### src/rtl/sys_defs.sv
// ============================================================================
// Module      : sys_defs (package)
// Description : Shared processor definitions: memory bus command encoding and
//               the owner-table entry used by mem_bus_arbiter.
// Revision    : 1.0 - initial release
// ============================================================================
`default_nettype none

package sys_defs;

    typedef enum logic [1:0] {
        BUS_NONE  = 2'h0,
        BUS_LOAD  = 2'h1,
        BUS_STORE = 2'h2
    } BUS_COMMAND;

    // Owner field is sized for up to 16 client ports; the arbiter stores its
    // $clog2(N_PORTS)-bit winner index zero-extended into it.
    localparam int c_MEM_ARB_OWNER_W = 4;

    typedef struct packed {
        logic                         valid;
        logic [c_MEM_ARB_OWNER_W-1:0] owner;
    } MEM_ARB_OWNER_ENTRY;

endpackage

`default_nettype wire

### src/rtl/rr_picker.sv
// ============================================================================
// Module      : rr_picker
// Description : Combinational N-request picker. Scans requests starting at
//               i_start and wrapping; returns one-hot grant and its index.
//               With i_start tied to 0 it is a fixed-priority picker.
// Revision    : 1.0 - initial release
// ============================================================================
`default_nettype none

module rr_picker #(
    parameter int N_REQ = 2,
    parameter int IDX_W = (N_REQ > 1) ? $clog2(N_REQ) : 1
) (
    input  logic [N_REQ-1:0] i_req,
    input  logic [IDX_W-1:0] i_start,
    output logic [N_REQ-1:0] o_grant,
    output logic [IDX_W-1:0] o_idx,
    output logic             o_valid
);

    // First requester found walking upward from i_start (mod N_REQ) wins.
    always_comb begin
        int k;
        k       = 0;
        o_grant = '0;
        o_idx   = '0;
        o_valid = 1'b0;
        for (int i = 0; i < N_REQ; i++) begin
            k = int'(i_start) + i;
            if (k >= N_REQ) begin
                k = k - N_REQ;
            end
            if (!o_valid && i_req[k]) begin
                o_valid    = 1'b1;
                o_grant[k] = 1'b1;
                o_idx      = IDX_W'(k);
            end
        end
    end

endmodule

`default_nettype wire

### src/rtl/mem_bus_arbiter.sv
// ============================================================================
// Module      : mem_bus_arbiter
// Description : N-port arbiter onto the single tagged memory bus. Grants one
//               requester per cycle, forwards the acceptance tag, records the
//               owner of each load tag and routes returning tags by owner.
//               Build option MEM_ARB_ROUND_ROBIN_EN selects rotating priority;
//               without it port 0 has fixed highest priority.
// Revision    : 1.0 - initial release
// ============================================================================
`default_nettype none

module mem_bus_arbiter
    import sys_defs::*;
#(
    parameter int N_PORTS = 2,
    parameter int TAG_W   = 4,
    parameter int ADDR_W  = 32,
    parameter int DATA_W  = 64
) (
    input  logic                      clock,
    input  logic                      reset,
    input  logic [N_PORTS*2-1:0]      port_command,
    input  logic [N_PORTS*ADDR_W-1:0] port_addr,
    input  logic [N_PORTS*DATA_W-1:0] port_data,
    output logic [N_PORTS*TAG_W-1:0]  port_response,
    output logic [N_PORTS*TAG_W-1:0]  port_tag,
    output logic [N_PORTS*DATA_W-1:0] port_rdata,
    output logic [1:0]                proc2mem_command,
    output logic [ADDR_W-1:0]         proc2mem_addr,
    output logic [DATA_W-1:0]         proc2mem_data,
    input  logic [TAG_W-1:0]          mem2proc_response,
    input  logic [TAG_W-1:0]          mem2proc_tag,
    input  logic [DATA_W-1:0]         mem2proc_data,
    output logic [TAG_W:0]            outstanding,
    output logic                      orphan_err
);

    localparam int c_IDX_W  = $clog2(N_PORTS);
    localparam int c_N_TAGS = 2 ** TAG_W;

    logic [N_PORTS-1:0] w_req;
    logic [N_PORTS-1:0] w_grant;
    logic [c_IDX_W-1:0] w_start;
    logic [c_IDX_W-1:0] w_win_idx;
    logic               w_any;
    logic               w_grant_valid;
    logic [1:0]         w_win_cmd;
    logic               w_accept;
    logic               w_accept_load;
    logic               w_ret;
    logic               w_ret_hit;
    logic               w_ret_orphan;
    logic               w_live_overwrite;
    logic               w_inc;
    logic               w_dec;
    MEM_ARB_OWNER_ENTRY w_ret_entry;
    MEM_ARB_OWNER_ENTRY w_alloc_entry;

    MEM_ARB_OWNER_ENTRY r_table [c_N_TAGS];
    logic [TAG_W:0]     r_outstanding;
    logic               r_orphan_err;

    generate
        for (genvar gi = 0; gi < N_PORTS; gi++) begin : g_port
            assign w_req[gi] = (port_command[gi*2 +: 2] != BUS_NONE);
            // Only the granted port sees the acceptance tag.
            assign port_response[gi*TAG_W +: TAG_W] =
                (w_grant_valid && w_grant[gi]) ? mem2proc_response : '0;
            assign port_rdata[gi*DATA_W +: DATA_W] = mem2proc_data;
        end
    endgenerate

`ifdef MEM_ARB_ROUND_ROBIN_EN
    logic [c_IDX_W-1:0] r_rr_ptr;

    // Priority moves past the winner only when the bus accepts it.
    always_ff @(posedge clock) begin
        if (reset) begin
            r_rr_ptr <= '0;
        end else if (w_accept) begin
            r_rr_ptr <= (w_win_idx == c_IDX_W'(N_PORTS - 1)) ? '0 : w_win_idx + 1'b1;
        end
    end

    assign w_start = r_rr_ptr;
`else
    assign w_start = '0;
`endif

    rr_picker #(
        .N_REQ (N_PORTS),
        .IDX_W (c_IDX_W)
    ) u_picker (
        .i_req   (w_req),
        .i_start (w_start),
        .o_grant (w_grant),
        .o_idx   (w_win_idx),
        .o_valid (w_any)
    );

    assign w_grant_valid    = w_any && !reset;
    assign w_win_cmd        = port_command[int'(w_win_idx)*2 +: 2];
    assign proc2mem_command = w_grant_valid ? w_win_cmd : BUS_NONE;
    assign proc2mem_addr    = w_grant_valid ? port_addr[int'(w_win_idx)*ADDR_W +: ADDR_W] : '0;
    assign proc2mem_data    = w_grant_valid ? port_data[int'(w_win_idx)*DATA_W +: DATA_W] : '0;

    assign w_accept      = w_grant_valid && (mem2proc_response != '0);
    assign w_accept_load = w_accept && (w_win_cmd == BUS_LOAD);

    assign w_ret         = !reset && (mem2proc_tag != '0);
    assign w_ret_entry   = r_table[mem2proc_tag];
    assign w_ret_hit     = w_ret && w_ret_entry.valid;
    assign w_ret_orphan  = w_ret && !w_ret_entry.valid;
    assign w_alloc_entry = r_table[mem2proc_response];

    // Allocating over a live entry is a protocol error, unless that same
    // entry is being retired by a return in this cycle (legal tag reuse).
    assign w_live_overwrite = w_accept_load && w_alloc_entry.valid &&
                              !(w_ret_hit && (mem2proc_tag == mem2proc_response));
    assign w_inc = w_accept_load && !w_live_overwrite;
    assign w_dec = w_ret_hit;

    // Route a returning tag only to the port that owns it.
    always_comb begin
        port_tag = '0;
        if (w_ret_hit) begin
            port_tag[int'(w_ret_entry.owner)*TAG_W +: TAG_W] = mem2proc_tag;
        end
    end

    // Owner table: retire on return first, then allocate so reuse wins.
    always_ff @(posedge clock) begin
        if (reset) begin
            for (int t = 0; t < c_N_TAGS; t++) begin
                r_table[t] <= '0;
            end
        end else begin
            if (w_ret_hit) begin
                r_table[mem2proc_tag].valid <= 1'b0;
            end
            if (w_accept_load) begin
                r_table[mem2proc_response].valid <= 1'b1;
                r_table[mem2proc_response].owner <= c_MEM_ARB_OWNER_W'(w_win_idx);
            end
        end
    end

    // Live-entry count and sticky orphan/overwrite error flag.
    always_ff @(posedge clock) begin
        if (reset) begin
            r_outstanding <= '0;
            r_orphan_err  <= 1'b0;
        end else begin
            if (w_inc && !w_dec) begin
                r_outstanding <= r_outstanding + 1'b1;
            end else if (w_dec && !w_inc) begin
                r_outstanding <= r_outstanding - 1'b1;
            end
            if (w_ret_orphan || w_live_overwrite) begin
                r_orphan_err <= 1'b1;
            end
        end
    end

    assign outstanding = r_outstanding;
    assign orphan_err  = r_orphan_err;

endmodule

`default_nettype wire

### config.mk
export PLATFORM = sky130hd
export DESIGN_NAME = mem_bus_arbiter
export DESIGN_NICKNAME = d
export VERILOG_FILES = /design/src/rtl/sys_defs.sv /design/src/rtl/rr_picker.sv /design/src/rtl/mem_bus_arbiter.sv
export SDC_FILE = /design/constraint.sdc
export NUM_CORES = 1
export LEC_CHECK = 0
export CAP_MARGIN = 25
export CORE_AREA = 2 2 203 205
export CTS_BUF_LIST = sky130_fd_sc_hd__clkbuf_4 sky130_fd_sc_hd__clkbuf_8
export DETAILED_ROUTE_END_ITERATION = 10
export DIE_AREA = 0 0 205 207
export PLACE_DENSITY = 0.44
export SYNTH_ARGS = -nofsm -noshare
export SYNTH_HDL_FRONTEND = slang
export SYNTH_SLANG_ARGS = --single-unit
### constraint.sdc
create_clock -name clock -period 8.1 [get_ports clock]
set_input_delay 2.025 -clock clock [delete_from_list [all_inputs] [get_ports clock]]
set_output_delay 2.025 -clock clock [all_outputs]
set_load 0.05 [all_outputs]
**Word level (Yosys, flattened, before mapping)**

Memories as Yosys holds them, arrays and structs flattened.
Cells that the tools add are included.

- Bitwise operators: 1
- Magnitude comparators: 0
- Multipliers: 0
- Equality and inequality tests: 2
- Shift-type cells: 5
- Muxes and demuxes: 27
- Reductions and logical operators: 30
- Add/subtract/negate cells: 3
- Div/mod/pow operators: 0

Operators by type and width:

| kind | count |
|---|---|
| indexed part select 128 x 8 -> 64 bit | 1 |
| two-way mux 64 bit | 1 |
| indexed part select 64 x 7 -> 32 bit | 1 |
| negation 6 -> 33 bit | 1 |
| variable shift 4 x 33 -> 8 bit, first input constant | 1 |
| indexed part select 4 x 33 -> 8 bit | 1 |
| two-way mux 32 bit | 1 |
| two-way mux 4 bit | 4 |
| logical AND 1 bit | 15 |
| two-way mux 1 bit | 13 |
| two-way mux 2 bit | 5 |
| two-way mux 5 bit | 2 |
| bitwise AND 8 bit | 1 |
| two-way mux 8 bit | 1 |
| nonzero test 4 bit | 2 |
| logical NOT 1 bit | 7 |
| nonzero test 2 bit | 3 |
| adder 5 x 1 -> 5 bit, second input constant | 1 |
| subtractor 5 x 1 -> 5 bit, second input constant | 1 |
| equality test 4 bit | 1 |
| OR reduction 2 bit | 2 |
| indexed part select 4 x 3 -> 2 bit | 1 |
| equality test 2 x 1 -> 1 bit, second input constant | 1 |
| logical OR 1 bit | 1 |

- Memory bits (read-only): 0
- Input bits: 270
- Memory bits (writable): 32
- Memories kept: 1
- Register bits after elaboration: 6
- Latch bits: 0
- Output and inout bits: 248
- Word-level logic and storage cells: 71

Memories:

| name | depth | width | read ports | clocked after memory_dff | write ports | line | text |
|---|---|---|---|---|---|---|---|
| r_table | 16 | 2 | 2 | 0 | 16 | mem_bus_arbiter.sv:59 | `MEM_ARB_OWNER_ENTRY r_table [c_N_TAGS];` |

**Depth between registers and ports, before layout**

- Word-level depth: 16
- Mapped depth: 16
- Depth with buffers taken out: 15

**Cells and area by module**

Synthesis repeated with hierarchy kept, for this count alone.

- Cells, all modules: 607
- Area total of the unflattened synthesis: 4823.4 um^2

By module, submodules not included:

| module | times used | cells each | seq. area each (um^2) | area each (um^2) |
|---|---|---|---|---|
| mem_bus_arbiter | 1 | 602 | 920.9 | 4790.8 |
| rr_picker | 1 | 5 | 0.0 | 32.5 |

**Least setup slack after synthesis**

Ideal clock, no wire load.

- Path type: input -> output
- Start: input port mem2proc_tag[1]
- End: output port port_tag[0]
- Path buffers: 2
- Required time: 6.075 ns
- Arrival: 4.331 ns
- Slack: 1.744 ns
- Stages: 5
- Cell sequence: clkbuf_1 -> buf_2 -> mux4_2 -> mux4_2 -> nor3_1

- Longest elaborated chain between the ends: 5
- Elaborated cells on any way between the ends: 9
- Those cells by class: 1 x add/sub; 2 x shift; 1 x mux; 1 x bitwise; 3 x reduce/logical; 1 x memory

RTL lines:

| element | line | text |
|---|---|---|
| start, declared | mem_bus_arbiter.sv:32 | `input logic [TAG_W-1:0] mem2proc_tag,` |
| memory read (16 x 2 bit) | n/a |  |
| negation 6 -> 33 bit | mem_bus_arbiter.sv:127 | `port_tag[int'(w_ret_entry.owner)*TAG_W +: TAG_W] = mem2proc_tag;` |
| indexed part select 4 x 33 -> 8 bit / variable shift 4 x 33 -> 8 bit (equally long branches) | mem_bus_arbiter.sv:127 |  |
| bitwise AND 8 bit (no source line) | n/a |  |
| two-way mux 8 bit (*) | mem_bus_arbiter.sv:126 | `if (w_ret_hit) begin` |
| end, declared | mem_bus_arbiter.sv:26 | `output logic [N_PORTS*TAG_W-1:0] port_tag,` |

Mark *: on every way between the ends. The rest lies on a longest branch, timed or not.

**Worst setup path in the final report**

- Start: input port mem2proc_tag[0]
- End: output port port_tag[6]

The elaborated chain is that of the path after synthesis.

==> metrics.txt <==
status=completed; DR vias/cell=3.86; Synth Instances=596; Max Clock Skew=between 8 and 9 ps; H-tree level count=2; DIE HEIGHT=207 µm; vias in the first global route=4934; total of max-cap violations=0; die area=around 42000 µm²; CP startpoint=mem2proc_tag[0]; # resized after CTS=0; Total Nets Final=1034; fin crit share=between 80% and 90%; Critical Path Source Type=primary input; Post-Syn Nets=871; total negative slack=0 ps; setup ws final=1260 ps; Yosys reg bits=38; # fillers=4629; Place WS=1250 ps; CTS Sinks=38; area grow syn2layout=69.7%; wire per inst=20.8 µm; post-route core utilization=18.3%; DIE WIDTH=between 200 and 250 µm; DRC viols=0; CTS tree=built; Synth top area share=22.2%; crit path DAT=around 4800 ps; Buffers on Ports=between 300 and 400; total wire length=26.9 mm; Post-Syn Area=4360 µm²; hold path startpoint=r_table[0][1]$_SDFFE_PP1P_; CTS clk-pin slew, worst paths=around 80 ps; total power per unit cell area=117 nW/µm²; Yosys Warn Count=0; CTS buffer count=5; total congestion overflow=0; Power Total=0.866 mW; largest net degree at the start of global routing=55; LEAKAGE=between 2 and 3 nW; critical path class=in2out; drt pass-1 iters=4; Final Hold Viols=0; slew margin rel.=43.2%; FP Rows=74; first-pass GRT wire length=37.0 mm; CTS Buffer Depth=2; Vias=around 5000; DP Area=7310 µm²; worst hold path class=reg2reg; FMAX=between 100 and 150 MHz; Pins Over Slew Limit=0; Min Clock Period, post-route=6840 ps; CORE AREA=between 40000 and 50000 µm²; register area share after synthesis=21.1%; Critical Path RT=6080 ps; Synth area leader=buf_4; post-route cell area=7400 µm²; placed insts=1284; Skew-Pair Late Insertion Delay=300 ps; VDD IR-drop max=54.3 µV; top post-synthesis cells by area=buf_4 22%, o22ai_1 14%, edfxtp_1 11%; critical path peak fanout=18; overall global routing resource usage=12.0%; measured slew at the worst slew-check pin=850 ps; crit end category=output port; RSZ-0062 raised after global routing=no; Finished Layout Cells=1292; remaining antenna violation count=0; Post-CTS Hold Buffers=0; Initial Utilization=between 10% and 20%; root cell of the clock tree=clkbuf_8; n_diodes=0; final setup fails=0; mean area per synthesized cell=between 7 and 8 µm²; drt first-iter violations=312; layout cell share with drive strength beyond 1=13.9%; initial antenna violation count=1; RR Startpoint=r_table[7][1]$_SDFFE_PP1P_; Synth cell types=47; gpl congestion=0.853; IO Pins=518; hpwl dp=23.2 mm; Final Hold Slack=477 ps; post-CTS setup repair buffer count=0
## layout make-up
class,count,area (µm²),share of cell area (%)
clock buffers,5,68.8,0.929
repair buffers,338,3430,46.3
flip-flops and latches,38,921,12.4
clock inverters,3,21.3,0.287
inverters,8,30.0,0.406
well taps,532,666,8.99
multi-input cells,368,2270,30.6
## cell usage after synthesis, drive strengths merged
library cell and count:
a211oi 1, or3 1, buf 140, mux2i 6
nor3 19, nand2 18, conb 1, fa 1
inv 8, o41ai 1, nand2b 7, or2 2
nor2 114, nor2b 3, nand3b 1, nor3b 9
mux2 3, mux4 9, a2111oi 2, xnor2 6
o311ai 6, o2111ai 1, edfxtp 16, nor4 1
o21ai 26, o211ai 9, ha 4, nand4 1
dfxtp 22, a21oi 9, o311a 1, nand3 2
xor2 2, a21o 2, clkbuf 42, and2 1
o22ai 97, o21a 1, a221o 1
## logic make-up (layout without fill, tap and decap cells)
logic type,after synthesis,in the layout,synth area share (%)
AND/OR/NAND/NOR,179,179,18.4
buffers and inverters,190,354,27.6
adder cells (fa/ha/maj),5,5,1.61
AO/OA/AOI/OAI,157,157,22.8
other,1,1,0.0860
XOR/XNOR,8,8,1.61
flip-flops,38,38,21.1
multiplexers,18,18,6.80
## cell usage in the layout (no fill, tap or decap), types with 2 or more instances in the layout
master / instances
clkdlybuf4s50_1: 262
nor2_1: 112
o22ai_1: 97
buf_4: 57
o21ai_0: 25
dfxtp_1: 22
buf_12: 19
nand2_1: 18
nor3_1: 17
edfxtp_1: 16
mux4_2: 9
a21oi_1: 9
nor3b_1: 9
o211ai_1: 9
inv_1: 8
nand2b_1: 7
mux2i_1: 6
xnor2_1: 6
o311ai_0: 5
clkbuf_8: 5
ha_1: 4
mux2_2: 3
nor2b_1: 3
nor2_4: 2
or2_2: 2
nand3_1: 2
a21o_1: 2
xor2_1: 2
## critical path, cell delays in order
cell and delay (ps):
clkdlybuf4s50_1 1020, inv_1 220, a2111oi_1 650, nor4_2 170, o21ai_0 410, nor2_1 100
buf_4 210
## metal layers
metal  GRT usage, %  part of all wire (%)  wire (µm)
met4           3.45                   2.6        701
met1           14.5                    40      10900
met3           4.86                    11       2850
met5          0.576                  0.16         43
met2           19.4                    46      12500
## path summary, 6_finish.rpt
path / end / slack, ps / depth (start not counted)
worst min register to register: r_table[0][1]$_SDFFE_PP1P_ / 480 / 1
worst min-delay path: r_table[0][1]$_SDFFE_PP1P_ / 480 / 1
worst max register to register: outstanding[4]$_SDFFE_PP0P_ / 4630 / 14
worst max-delay path: port_tag[6] / 1260 / 7
## registers in the layout, indices dropped and copies added, names as in the netlist
name,cells
orphan_err,1
outstanding,5
r_table,32
## where the power goes
part | internal (mW) | total (mW) | switching [mW]
Combinational | 0.219 | 0.517 | 0.298
Clock | 0.0605 | 0.135 | 0.0741
Sequential | 0.208 | 0.214 | 0.00593
Total | 0.488 | 0.866 | 0.378
Power figures use the tool's default switching activity.
